<file path="config.mk">
export PLATFORM = sky130hd
export DESIGN_NAME = seq_pattern_gen
export DESIGN_NICKNAME = d
export VERILOG_FILES = /design/src/rtl/seq_pattern_gen.sv
export SDC_FILE = /design/constraint.sdc
export NUM_CORES = 1
export LEC_CHECK = 0
export CAP_MARGIN = 20
export CELL_PAD_IN_SITES_DETAIL_PLACEMENT = 1
export CELL_PAD_IN_SITES_GLOBAL_PLACEMENT = 2
export CORE_MARGIN = 1.5
export CORE_UTILIZATION = 35
export CTS_BUF_LIST = sky130_fd_sc_hd__clkbuf_2 sky130_fd_sc_hd__clkbuf_4 sky130_fd_sc_hd__clkbuf_8
export CTS_CLUSTER_DIAMETER = 120
export DETAILED_ROUTE_END_ITERATION = 6
export PLACE_DENSITY_LB_ADDON = 0.1
export SETUP_SLACK_MARGIN = 0.15
export SKIP_CTS_REPAIR_TIMING = 1
export SYNTH_ARGS = -nofsm -noshare
export SYNTH_HDL_FRONTEND = slang
export SYNTH_SLANG_ARGS = --single-unit
export TNS_END_PERCENT = 100
</file>
<file path="constraint.sdc">
create_clock -name clk -period 2.9 [get_ports clk]
set_input_delay 0.87 -clock clk [delete_from_list [all_inputs] [get_ports clk]]
set_output_delay 0.87 -clock clk [all_outputs]
set_load 0.02 [all_outputs]
</file>
<file path="src/rtl/seq_pattern_gen.sv">
// seq_pattern_gen
//   Stimulus source for the serial sequence detector. A pattern of 1..WIDTH
//   bits is loaded in parallel. It is then shifted out MSB-first, one bit per
//   clock, on sout. A run can be a single pass or repeat without a gap, and
//   stop aborts it. done pulses on the last bit of every pass.
//
// Ports
//   clk          system clock, rising edge
//   clr          asynchronous active-high reset, clears all state
//   load         capture pattern/len (legal only for 1 <= len <= WIDTH)
//   pattern      pattern bits, bit len-1 is sent first
//   len          number of bits to send
//   repeat_mode  1 = wrap to the first bit after the last one (sampled at the
//                last-bit edge); named this way because "repeat" is a
//                SystemVerilog keyword
//   start        begin shifting from READY
//   stop         abort shifting, back to READY without a done pulse
//   sout         registered serial data bit
//   valid        high while sout carries a pattern bit
//   done         high while sout carries the last bit of a pass
//   busy         high in RUN
//   bit_idx      1-based index of the bit on sout, 0 outside RUN
//   stat         state code: 00 IDLE, 01 READY, 10 RUN
//
// Handshake: valid has no back-pressure. A consumer must take sout on every
// rising edge where valid is high, and it must ignore sout when valid is low.
module seq_pattern_gen #(
    parameter int WIDTH = 16,
    parameter int CNT_W = 5
) (
    input  logic             clk,
    input  logic             clr,
    input  logic             load,
    input  logic [WIDTH-1:0] pattern,
    input  logic [CNT_W-1:0] len,
    input  logic             repeat_mode,
    input  logic             start,
    input  logic             stop,
    output logic             sout,
    output logic             valid,
    output logic             done,
    output logic             busy,
    output logic [CNT_W-1:0] bit_idx,
    output logic [1:0]       stat
);

    typedef enum logic [1:0] {
        ST_IDLE  = 2'b00,
        ST_READY = 2'b01,
        ST_RUN   = 2'b10
    } state_t;

    localparam logic [CNT_W:0] MAX_LEN = (CNT_W + 1)'(WIDTH);

    state_t           state;
    logic [WIDTH-1:0] pat_reg;
    logic [CNT_W-1:0] len_reg;

    logic             load_ok;
    logic [CNT_W-1:0] first_sel;
    logic [CNT_W-1:0] next_sel;
    logic [WIDTH-1:0] first_shift;
    logic [WIDTH-1:0] next_shift;
    logic             first_bit;
    logic             next_bit;
    logic             last_bit;
    logic [CNT_W-1:0] idx_inc;

    // A load with an out-of-range length is dropped as if it never happened.
    assign load_ok = load && (len != '0) && ({1'b0, len} <= MAX_LEN);

    // bit_idx is 1-based. The bit after position bit_idx is therefore
    // pattern[len-1-bit_idx]. Shifting and then taking bit 0 keeps the
    // select width-clean.
    assign first_sel   = len_reg - CNT_W'(1);
    assign next_sel    = len_reg - bit_idx - CNT_W'(1);
    assign first_shift = pat_reg >> first_sel;
    assign next_shift  = pat_reg >> next_sel;
    assign first_bit   = first_shift[0];
    assign next_bit    = next_shift[0];
    assign last_bit    = (bit_idx == len_reg);
    assign idx_inc     = bit_idx + CNT_W'(1);

    // state is itself a register, so stat is a registered output.
    assign stat = state;

    always_ff @(posedge clk or posedge clr) begin
        if (clr) begin
            state   <= ST_IDLE;
            pat_reg <= '0;
            len_reg <= '0;
            sout    <= 1'b0;
            valid   <= 1'b0;
            done    <= 1'b0;
            busy    <= 1'b0;
            bit_idx <= '0;
        end else begin
            case (state)
                ST_IDLE: begin
                    if (load_ok) begin
                        pat_reg <= pattern;
                        len_reg <= len;
                        state   <= ST_READY;
                    end
                end
                ST_READY: begin
                    // A legal load beats start in the same cycle.
                    if (load_ok) begin
                        pat_reg <= pattern;
                        len_reg <= len;
                    end else if (start) begin
                        state   <= ST_RUN;
                        sout    <= first_bit;
                        valid   <= 1'b1;
                        busy    <= 1'b1;
                        bit_idx <= CNT_W'(1);
                        done    <= (len_reg == CNT_W'(1));
                    end
                end
                ST_RUN: begin
                    // stop wins over both wrap and normal advance.
                    if (stop || (last_bit && !repeat_mode)) begin
                        state   <= ST_READY;
                        sout    <= 1'b0;
                        valid   <= 1'b0;
                        busy    <= 1'b0;
                        done    <= 1'b0;
                        bit_idx <= '0;
                    end else if (last_bit) begin
                        // Wrap with no gap cycle.
                        sout    <= first_bit;
                        bit_idx <= CNT_W'(1);
                        done    <= (len_reg == CNT_W'(1));
                    end else begin
                        sout    <= next_bit;
                        bit_idx <= idx_inc;
                        done    <= (idx_inc == len_reg);
                    end
                end
                default: begin
                    state <= ST_IDLE;
                end
            endcase
        end
    end

endmodule

</file>
After elaboration in Yosys (flattened, before gate mapping)
Cells that the tools add are included.
- add/sub/neg operators: 4
- muxes and demuxes: 24
- eq/ne operators: 9
- shift operators: 2
- $lt $le $gt $ge: 1
- reductions and logical operators: 13
- operators by type and width (operator ; count):
    $shr A16 B5 Y1 ; 2
    $mux W5 ; 4
    $mux W1 ; 11
    $eq A5 B5 Y1 ; 2
    $pmux W5 S2 ; 1
    $sub A5 B1 Y5 const B ; 2
    $mux W2 ; 4
    $ne A2 B2 Y1 const B ; 4
    $reduce_and A4 Y1 ; 2
    $pmux W1 S2 ; 3
    $pmux W2 S3 ; 1
    $add A5 B1 Y5 const B ; 1
    $eq A5 B1 Y1 const B ; 1
    $le A5 B5 Y1 const B ; 1
    $reduce_bool A5 Y1 ; 1
    $sub A5 B5 Y5 ; 1
    $logic_and A1 B1 Y1 ; 3
    $reduce_and A3 Y1 ; 1
    $eq A2 B1 Y1 const B ; 1
    $eq A2 B2 Y1 const B ; 1
    $logic_not A2 Y1 ; 1
    $reduce_and A2 Y1 ; 1
    $reduce_bool A2 Y1 ; 1
    $reduce_or A2 Y1 ; 1
    other kinds (2) ; 2
- word-level logic and storage cells: 60
- register bits: 31
- output and inout bits: 11

Longest topological paths before layout
Gate-level depths: netlist of run 1.
- word-level depth: 6
- depth in mapped cells: 8
- gate-level depth less buffers: 8

Worst setup path before layout of run 1
No wires, ideal clock.
- kind: register to register
- start point: reg bit_idx[0]
- end point: reg sout
- data arrival time: 2.226 ns
- period minus slack after synthesis: 2.372 ns
- path slack: 0.528 ns
- stages on the path, launching flop included: 9
- library setup time: 0.146 ns
- buffers on the path: 0
- cell sequence: dfrtp_1 inv_1 ha_1 fa_1 mux4_2 mux2i_1 mux2i_1 nand3_1 o211ai_1
- word-level cells in the longest chain between the ends: 6
- elaborated cells on any way between the ends: 9
- ends and longest elaborated chain (item ; RTL line ; RTL):
    start, declared ; 43 ; output logic [CNT_W-1:0] bit_idx,
    start signal, assigned ; 136 ; bit_idx <= idx_inc;
    $sub A5 B5 Y5 ; 76 ; assign next_sel = len_reg - bit_idx - CNT_W'(1);
    $sub A5 B1 Y5 ; 76 ;
    $shr A16 B5 Y1 ; 78 ; assign next_shift = pat_reg >> next_sel;
    $mux W1 ; 129 ; end else if (last_bit) begin
    $mux W1 * ; 122 ; if (stop || (last_bit && !repeat_mode)) begin
    $pmux W1 S2 * ; 98 ; case (state)
    end signal, assigned ; 113 ; sout <= first_bit;
    end signal, assigned ; 131 ; sout <= first_bit;
    end signal, assigned ; 135 ; sout <= next_bit;
    end, declared ; 39 ; output logic sout,
Mark *: on every way between the ends. The rest lies on a longest branch, timed or not.
A chain may end at the register's enable or synchronous reset.

Worst setup path after layout of run 1
Ends and elaborated chain as after synthesis.

==> results of run 1 <==
-- worst max-delay path by stage --
stage               cells after the start       start    endpoint
floorplan                               8  bit_idx[0]        sout
global placement                        6      len[0]  len_reg[3]
CTS                                     6      len[1]  len_reg[1]
finish                                  8  bit_idx[0]        sout
detailed placement                      6      len[1]  len_reg[1]
global route                            7  bit_idx[1]        sout
-- stage by stage --
step / area [µm²] / instances / setup slack (ns)
floorplan: 1850 / 151 / 0.528
global placement: 2330 / 259 / 0.0380
detailed placement: 2330 / 259 / -0.0258
CTS: 2440 / 267 / 0.275
global route: 2450 / 267 / 0.332
finish: 2450 / 267 / 0.434
-- cell type report --
class                      count  area (µm²)  area share
inverter                       7        26.3      0.0107
clock inverter                 2        35.0      0.0143
timing repair buffer          42         408       0.167
tap                           70        87.6      0.0358
multi-input combinational    109        1030       0.422
clock buffer                   6        82.6      0.0337
sequential                    31         776       0.317
-- cells in the final DEF, fill, tap and decap left out, types with 2 or more instances in the layout --
cell type	count
nand2_1	13
nor2_1	2
mux4_2	9
mux2_1	3
mux2_2	18
inv_1	7
clkdlybuf4s50_1	37
nor2b_1	2
clkbuf_8	6
nand2b_1	3
a21oi_1	5
a21o_1	2
o21ai_0	6
xor2_1	7
mux2i_1	4
xnor2_1	6
ha_1	7
dfrtp_1	31
buf_4	5
nand3_1	5
-- cell usage after synthesis, types with 2 or more instances --
| library cell | count |
|---|---|
| a21o_1 | 2 |
| a21oi_1 | 5 |
| buf_2 | 2 |
| dfrtp_1 | 31 |
| ha_1 | 7 |
| inv_1 | 7 |
| mux2_1 | 3 |
| mux2_2 | 18 |
| mux2i_1 | 4 |
| mux4_2 | 9 |
| nand2_1 | 13 |
| nand2b_1 | 3 |
| nand3_1 | 5 |
| nor2_1 | 2 |
| nor2b_1 | 2 |
| o21ai_0 | 6 |
| xnor2_1 | 6 |
| xor2_1 | 7 |
-- kinds of logic (layout without fill, tap and decap cells) --
kind of cell / Yosys count / count (layout) / share of synthesized area
AO/OA/AOI/OAI: 19 / 19 / 0.0621
XOR/XNOR: 14 / 14 / 0.0702
adder cells (fa/ha/maj): 8 / 8 / 0.0581
buffers and inverters: 11 / 57 / 0.0257
flip-flops: 31 / 31 / 0.419
multiplexers: 34 / 34 / 0.259
AND/OR/NAND/NOR: 34 / 34 / 0.107
-- critical path: stages (launching register included) --
cell	delay [ns]
dfrtp_1	0.34
inv_1	0.06
ha_1	0.22
fa_1	0.67
mux4_2	0.54
mux2i_1	0.21
mux2i_1	0.11
nand3_1	0.11
o211ai_1	0.09
-- power breakdown --
part / switching, µW / internal (µW)
Clock: 162 / 278
Sequential: 152 / 583
Combinational: 585 / 710
-- per-layer routing --
metal  part of all wire  track usage  vias to the layer above  wire (µm)
met5                  0            0                        -          0
met4             0.0046       0.0516                        0         20
met3              0.032       0.0450                        4        142
met2               0.57        0.328                       31       2520
met1               0.39        0.199                      665       1700
li1                   -            -                      631          -
==> run summary, run 1 <==
layout cells sized above 1 -> 0.228
GRT Util Overall -> 0.177
DIE AREA -> 5740 µm²
Mean Syn Cell Area -> 12.3 µm²
cts bufs inserted -> 5
Area growth, synth to finish -> 32.1%
fin crit period -> 2.47 ns
Fin Setup TNS -> 0 ns
Rel. slew slack -> 0.673
sequential share of the synthesized area -> 0.419
DRT iter0 DRCs -> 63
Lkg Pwr -> 0.00102 µW
outcome -> completed
CTS tree -> done
DR vias -> 1331
Clock Pin Slew Worst Setup and Hold Paths -> 0.06 ns
Die W -> 75.8 µm
vias in the first global route -> 1421
H-Tree Depth -> 2
worst hold path type -> reg -> reg
total grt overflow -> 0
clock insertion delay at the later pin of the skew report -> 0.28 ns
post-synthesis cell type count -> 37
# port buffers -> 37
Tcrit/Tclk final -> 0.850
DP HPWL -> 3.48 mm
Die Y -> 75.8 µm
Post-Synthesis Cells -> 151
Initial Utilization -> 0.363
biggest area consumer among synthesized cells -> dfrtp_1
tightest hold margin -> 0.496 ns
clock buffer depth -> 2
Worst Setup Path Type -> reg -> reg
Synth top area share -> 0.419
EDFF count, synth -> 0
fmax -> 406 MHz
clock root cell -> clkbuf_8
DR vias/cell -> 4.99
max cap viols -> 0
worst r2r src -> bit_idx[0]
Crit. End Element -> flop
DRT Pass-1 Iters -> 4
setup violators final -> 0
Pwr Total -> 2470 µW
Worst Skew -> 0.00544 ns
Post-synth ARST share -> 1.00
global-route wire length before repair -> 7.27 mm
nets -> 231
fillers -> 546
Yosys reg bits -> 31
Min-Delay Path Depth -> 2
hold_sp -> done
RSZ-0062 raised after global routing -> false
reg-to-reg endpoint -> sout
r2r worst-path depth -> 8
Worst-Margin Slew -> 0.485 ns
Mapped Area -> 1850 µm²
Layout Utilization -> 0.479
Yosys warnings -> 0
Final GP Congestion -> 0.740
largest net degree at the start of global routing -> 32
drc violations -> 0
clk sinks -> 31
I/O pin count -> 38
CP Max Fanout -> 4
endpoints failing hold -> 0
top post-synthesis cells by area -> dfrtp_1 (42%), mux2_2 (11%), mux4_2 (11%)
power density over the cells -> 1010 nW/µm²
crit path launch type -> flop
CP required -> 3.05 ns
WL final -> 4.38 mm
Routed wire per std cell -> 16.4 µm
ys flop type -> dfrtp_1
std cell rows -> 26
# diodes -> 0
Worst VDD drop -> 0.000406 V
fin. max-slew vios -> 0
core area -> 5110 µm²
worst endpoint data arrival time -> 2.62 ns
DRT antenna net count -> 0
syn_nets -> 186
WHS Endpoint -> done
max reg flops -> 16
r2r setup slk -> 0.43 ns
initial antenna violation count -> 0
No activity file was read; power rests on OpenSTA's default activity.
==> inputs of run 2 (changes only) <==
--- a/config.mk
+++ b/config.mk
@@ -5,11 +5,12 @@
 export SDC_FILE = /design/constraint.sdc
 export NUM_CORES = 1
 export LEC_CHECK = 0
+export ABC_AREA = 1
 export CAP_MARGIN = 20
 export CELL_PAD_IN_SITES_DETAIL_PLACEMENT = 1
 export CELL_PAD_IN_SITES_GLOBAL_PLACEMENT = 2
 export CORE_MARGIN = 1.5
-export CORE_UTILIZATION = 35
+export CORE_UTILIZATION = 30
 export CTS_BUF_LIST = sky130_fd_sc_hd__clkbuf_2 sky130_fd_sc_hd__clkbuf_4 sky130_fd_sc_hd__clkbuf_8
 export CTS_CLUSTER_DIAMETER = 120
 export DETAILED_ROUTE_END_ITERATION = 6
@@ -19,4 +20,4 @@
 export SYNTH_ARGS = -nofsm -noshare
 export SYNTH_HDL_FRONTEND = slang
 export SYNTH_SLANG_ARGS = --single-unit
-export TNS_END_PERCENT = 100
+export TNS_END_PERCENT = 50
==> run 2 against run 1 <==
Synthesized cell count increased by 100%. Cell area grew 9.1%. Global-route usage fell by 0.77 points. Sequential power fell by 4.4%. Cell count up 64%. Critical endpoint unchanged.
==> run summary, run 2 <==
DIE AREA -> 7510 µm² (+31%)
EDFF count, synth -> 0 (unchanged)
# diodes -> 0 (unchanged)
DRT iter0 DRCs -> 55 (-13%)
cts bufs inserted -> 5 (unchanged)
Yosys reg bits -> 31 (unchanged)
setup violators final -> 0 (unchanged)
r2r worst-path depth -> 11 (+3)
total grt overflow -> 0 (unchanged)
Synth top area share -> 0.369 (-0.0494)
initial antenna violation count -> 0 (unchanged)
# port buffers -> 37 (unchanged)
biggest area consumer among synthesized cells -> dfrtp_1
fin crit period -> 2.31 ns (-0.151 ns)
Die Y -> 86.7 µm (+14%)
Area growth, synth to finish -> 27.1%
Worst Setup Path Type -> reg -> reg
Final GP Congestion -> 0.766 (+3.6%)
Mapped Area -> 2100 µm² (+13%)
outcome -> completed
post-route cell area -> 2670 µm² (+9.1%)
std cell rows -> 30 (+15%)
worst r2r src -> bit_idx[0]
most frequent cells in the layout -> nand2_1 (97), inv_1 (45), nand3_1 (45)
crit path launch type -> flop
reg-to-reg endpoint -> sout
Top delay family on crit path -> adder cells
DR vias/cell -> 4.55 (-8.7%)
worst endpoint data arrival time -> 2.49 ns (-0.13 ns)
critical path's largest stage delay -> 0.54 ns (-0.13 ns)
CP most frequent cell -> nand3_1
Clock Pin Slew Worst Setup and Hold Paths -> 0.07 ns (about the same)
slowest CP cell -> fa_1
Crit. End Element -> flop
syn_nets -> 338 (+82%)
Post-synth ARST share -> 1.00 (unchanged)
Rel. slew slack -> 0.715 (+0.0419)
Yosys warnings -> 0 (unchanged)
GRT Util Overall -> 0.169 (-0.00770)
top-count cell post-synth -> nand2_1
Mean Syn Cell Area -> 6.93 µm² (-44%)
cells along the critical path -> inv_1, ha_1, fa_1, inv_1, nand3_1, nand3_1, nand3_1, nand3_1, nand3_1, nand2_1, inv_1
WL final -> 5.90 mm (+35%)
Routed wire per std cell -> 13.4 µm (-18%)
max reg flops -> 16 (unchanged)
vias in the first global route -> 2024 (+42%)
tightest hold margin -> 0.532 ns (+0.0362 ns)
CP Max Fanout -> 5 (+1)
fmax -> 432 MHz (+6.5%)
endpoints failing hold -> 0 (unchanged)
hold_sp -> busy
Post-DP Area -> 2570 µm² (+10%)
post-synthesis cell type count -> 27 (-27%)
CTS tree -> done
DRT Pass-1 Iters -> 4 (unchanged)
Tcrit/Tclk final -> 0.798 (-0.0520)
clock insertion delay at the later pin of the skew report -> 0.28 ns (about the same)
commonest cells in the netlist -> nand2_1 (97), inv_1 (45), nand3_1 (45), dfrtp_1 (31), o21ai_0 (24)
max cap viols -> 0 (unchanged)
global-route wire length before repair -> 9.90 mm (+36%)
CP required -> 3.08 ns (+0.03 ns)
Min-Delay Path Depth -> 2 (unchanged)
WHS Endpoint -> busy
Lkg Pwr -> 0.00130 µW (+27%)
fin. max-slew vios -> 0 (unchanged)
DRT antenna net count -> 0 (unchanged)
Worst Skew -> 0.00479 ns (-0.000651 ns)
RSZ-0062 raised after global routing -> false
nets -> 377 (+63%)
DR vias -> 1999 (+50%)
power density over the cells -> 952 nW/µm² (-5.7%)
r2r setup slk -> 0.59 ns (+0.15 ns)
Critical path buffers and inverters -> 3 (+2)
drc violations -> 0 (unchanged)
clk sinks -> 31 (unchanged)
layout cells sized above 1 -> 0.0583 (-0.170)
sequential share of the synthesized area -> 0.369 (-0.0494)
I/O pin count -> 38 (unchanged)
most common cell after layout, fill and taps aside -> nand2_1
largest net degree at the start of global routing -> 43 (+34%)
Fin Setup TNS -> 0 ns (unchanged)
H-Tree Depth -> 2 (unchanged)
clock root cell -> clkbuf_8
core area -> 6790 µm² (+33%)
DP HPWL -> 4.59 mm (+32%)
Worst VDD drop -> 0.000234 V (-42%)
Initial Utilization -> 0.309 (-0.0536)
ys flop type -> dfrtp_1
Worst-Margin Slew -> 0.427 ns (-0.0578 ns)
Die W -> 86.7 µm (+14%)
worst hold path type -> reg -> reg
top post-synthesis cells by area -> dfrtp_1 (37%), nand2_1 (17%), nand3_1 (11%)
Post-Synthesis Cells -> 303 (+100%)
clock buffer depth -> 2 (unchanged)
run 2: where the power goes:
part           leakage, µW  switching (µW)  total [µW]  internal, µW
combinational     0.000856             890        1440           554
sequential        0.000388             127         703           576
clock            0.0000549             168         394           226
run 2: through the flow:
| step | cells | utilization | worst slack (ns) | power (µW) |
|---|---|---|---|---|
| global placement | 431 | 0.378 | 0.552 | 2160 |
| floorplan | 303 | - | 0.923 | 1720 |
| global route | 439 | 0.393 | 0.417 | 2810 |
| finish | 439 | 0.393 | 0.585 | 2540 |
| detailed placement | 431 | 0.378 | 0.511 | 2180 |
| CTS | 439 | 0.393 | 0.531 | 2590 |
run 2: kinds of logic after synthesis:
kind of cell	synth area share
and+or+nand+nor	0.352
DFF	0.369
AOI/OAI and AO/OA	0.0881
xor gates and xnor gates	0.0250
adders and majority gates	0.0512
buffers and inverters	0.114
run 2: layer usage:
layer  routed length (µm)  part of all wire  track usage
met5                    0                 0            0
met4                   72             0.012       0.0455
met3                  117             0.020       0.0200
met2                 2550              0.43        0.263
met1                 3160              0.54        0.247
run 2: layout make-up:
cell class,count,area [µm²]
multi-input cells,217,1080
inverters,46,173
repair buffers,41,413
clock buffers,8,104
flip-flops and latches,31,776
well taps,96,120
fillers,864,4120
run 2: worst max path at each step:
stage	startpoint	to	slack [ns]	depth (start not counted)
after floorplan	bit_idx[0]	sout	0.92	11
after global placement	len[1]	sout	0.55	9
after detailed placement	len[0]	sout	0.51	10
after CTS	bit_idx[0]	sout	0.53	11
after global routing	bit_idx[0]	sout	0.42	11
final	bit_idx[0]	sout	0.59	11
run 2: worst min-delay path: stages, from the launching register on:
cell and delay [ns]:
dfrtp_1 0.36, o21ai_0 0.09, nand2_1 0.06
==> inputs of run 3 (changes only) <==
==> constraint.sdc (replaced) <==
create_clock -name clk -period 2.4 [get_ports clk]
set_input_delay 0.72 -clock clk [delete_from_list [all_inputs] [get_ports clk]]
set_output_delay 0.72 -clock clk [all_outputs]
set_load 0.02 [all_outputs]
==> run 3 against run 2 <==
Clock power increased by 7.6%. Sequential share of layout area down 0.40 points. Power rose by 24%. Hold slack worse by 0.0014 ns. Global-route usage is 0.66 points higher. Core utilization grew 0.55 points. Critical path depth shrank 10. Cell area increased by 1.4%. Critical path type is now reg -> out.
==> run summary, run 3 (same netlist as run 2, synthesis figures left out) <==
outcome -> completed
DRT antenna net count -> 0 (unchanged)
DIE AREA -> 7510 µm² (unchanged)
DR vias/cell -> 4.62 (+1.4%)
# port buffers -> 37 (unchanged)
std cell rows -> 30 (unchanged)
Worst Skew -> 0.00823 ns (+0.00344 ns)
fmax -> 463 MHz
layout cells sized above 1 -> 0.0800 (+0.0217)
H-Tree Depth -> 2 (unchanged)
DP HPWL -> 4.74 mm (+3.3%)
largest net degree at the start of global routing -> 43 (unchanged)
Die Y -> 86.7 µm (unchanged)
Top delay family on crit path -> buffers and inverters
most frequent cells in the layout -> nand2_1 (97), nand3_1 (45), inv_1 (44)
max cap viols -> 0 (unchanged)
total grt overflow -> 0 (unchanged)
power density over the cells -> 1170 nW/µm² (+22%)
Routed wire per std cell -> 13.4 µm (-0.67%)
Clock Pin Slew Worst Setup and Hold Paths -> 0.07 ns (about the same)
clock buffer depth -> 2 (unchanged)
global-route wire length before repair -> 10.1 mm (+2.4%)
I/O pin count -> 38 (unchanged)
Crit. Startpoint -> stat[1]
fin crit period -> 2.16 ns
slowest CP cell -> clkdlybuf4s50_1
clock root cell -> clkbuf_8
endpoints failing hold -> 0 (unchanged)
Tcrit/Tclk final -> 0.900
GRT Util Overall -> 0.176 (+0.00663)
worst hold path type -> reg -> reg
CP Max Fanout -> 5 (unchanged)
critical path depth -> 1 (-10)
CTS tree -> done
worst endpoint data arrival time -> 1.44 ns (-1.05 ns)
drc violations -> 0 (unchanged)
WL final -> 5.96 mm (+0.92%)
DR vias -> 2060 (+3.1%)
RSZ-0062 raised after global routing -> false
core area -> 6790 µm² (unchanged)
Initial Utilization -> 0.309 (unchanged)
setup violators final -> 0 (unchanged)
Die W -> 86.7 µm (unchanged)
Crit. End Element -> primary output
DRT iter0 DRCs -> 52 (-5.5%)
max reg flops -> 16 (unchanged)
nets -> 384 (+1.9%)
Setup crit end -> stat[1]
vias in the first global route -> 2017 (-0.35%)
most common cell after layout, fill and taps aside -> nand2_1
Post-DP Area -> 2620 µm² (+2.0%)
Critical path buffers and inverters -> 1 (-2)
Fin Setup TNS -> 0 ns (unchanged)
DRT Pass-1 Iters -> 4 (unchanged)
clk sinks -> 31 (unchanged)
clock insertion delay at the later pin of the skew report -> 0.28 ns (about the same)
cells along the critical path -> clkdlybuf4s50_1
tightest hold margin -> 0.531 ns (-0.00141 ns)
Lkg Pwr -> 0.00132 µW (+1.7%)
# diodes -> 0 (unchanged)
Rel. slew slack -> 0.723 (+0.00763)
CP required -> 1.68 ns (-1.40 ns)
crit path launch type -> flop
initial antenna violation count -> 0 (unchanged)
r2r worst-path depth -> 11 (unchanged)
critical path's largest stage delay -> 0.66 ns (+0.12 ns)
Worst VDD drop -> 0.000294 V (+26%)
post-route worst setup slack -> 0.240 ns (-0.345 ns)
Place WS -> 0.129 ns (-0.382 ns)
fin. max-slew vios -> 0 (unchanged)
post-route cell area -> 2710 µm² (+1.4%)
Min-Delay Path Depth -> 2 (unchanged)
Final GP Congestion -> 0.754 (-1.7%)
Worst Setup Path Type -> reg -> out
worst r2r src -> bit_idx[0]
reg-to-reg endpoint -> sout
Worst-Margin Slew -> 0.416 ns (-0.0114 ns)
r2r setup slk -> 0.34 ns (-0.25 ns)
Area growth, synth to finish -> 28.9%
cts bufs inserted -> 5 (unchanged)
-- run 3: worst min path at each step --
stage / endpoint / slack (ns) / startpoint
2_1_floorplan: pat_reg[10] / 0.53 / pat_reg[10]
3_3_place_gp: done / 0.52 / done
3_5_place_dp: done / 0.52 / done
4_1_cts: done / 0.54 / done
5_1_grt: pat_reg[1] / 0.60 / pat_reg[1]
6_report: done / 0.53 / done
-- run 3: stage by stage --
stage,util,instances,power (µW)
final,0.399,446,3160
after global placement,0.385,438,2740
after floorplan,-,303,2080
after detailed placement,0.385,438,2760
after CTS,0.399,446,3210
after global routing,0.399,446,3490
-- run 3: area by class of cell --
| type | count | area (µm²) |
|---|---|---|
| inverters | 46 | 173 |
| repair buffers | 48 | 465 |
| multi-input cells | 217 | 1080 |
| well taps | 96 | 120 |
| flip-flops and latches | 31 | 776 |
| clock buffers | 6 | 76.3 |
| clock inverters | 2 | 12.5 |
| fillers | 895 | 4090 |
-- run 3: power by group --
group / switching [µW] / internal (µW)
sequential: 132 / 695
combinational: 1140 / 762
clock: 210 / 214
-- run 3: metal layers --
layer | vias up | share of wire | global-route usage
li1 | 1053 | - | -
met1 | 978 | 0.53 | 0.255
met2 | 25 | 0.43 | 0.274
met3 | 4 | 0.019 | 0.0229
met4 | 0 | 0.011 | 0.0484
met5 | - | 0 | 0
-- run 3: worst min-delay path, cell delays in order, from the launching register on --
cell     delay [ns]
dfrtp_1        0.35
nor2_1         0.05
a21oi_1        0.10
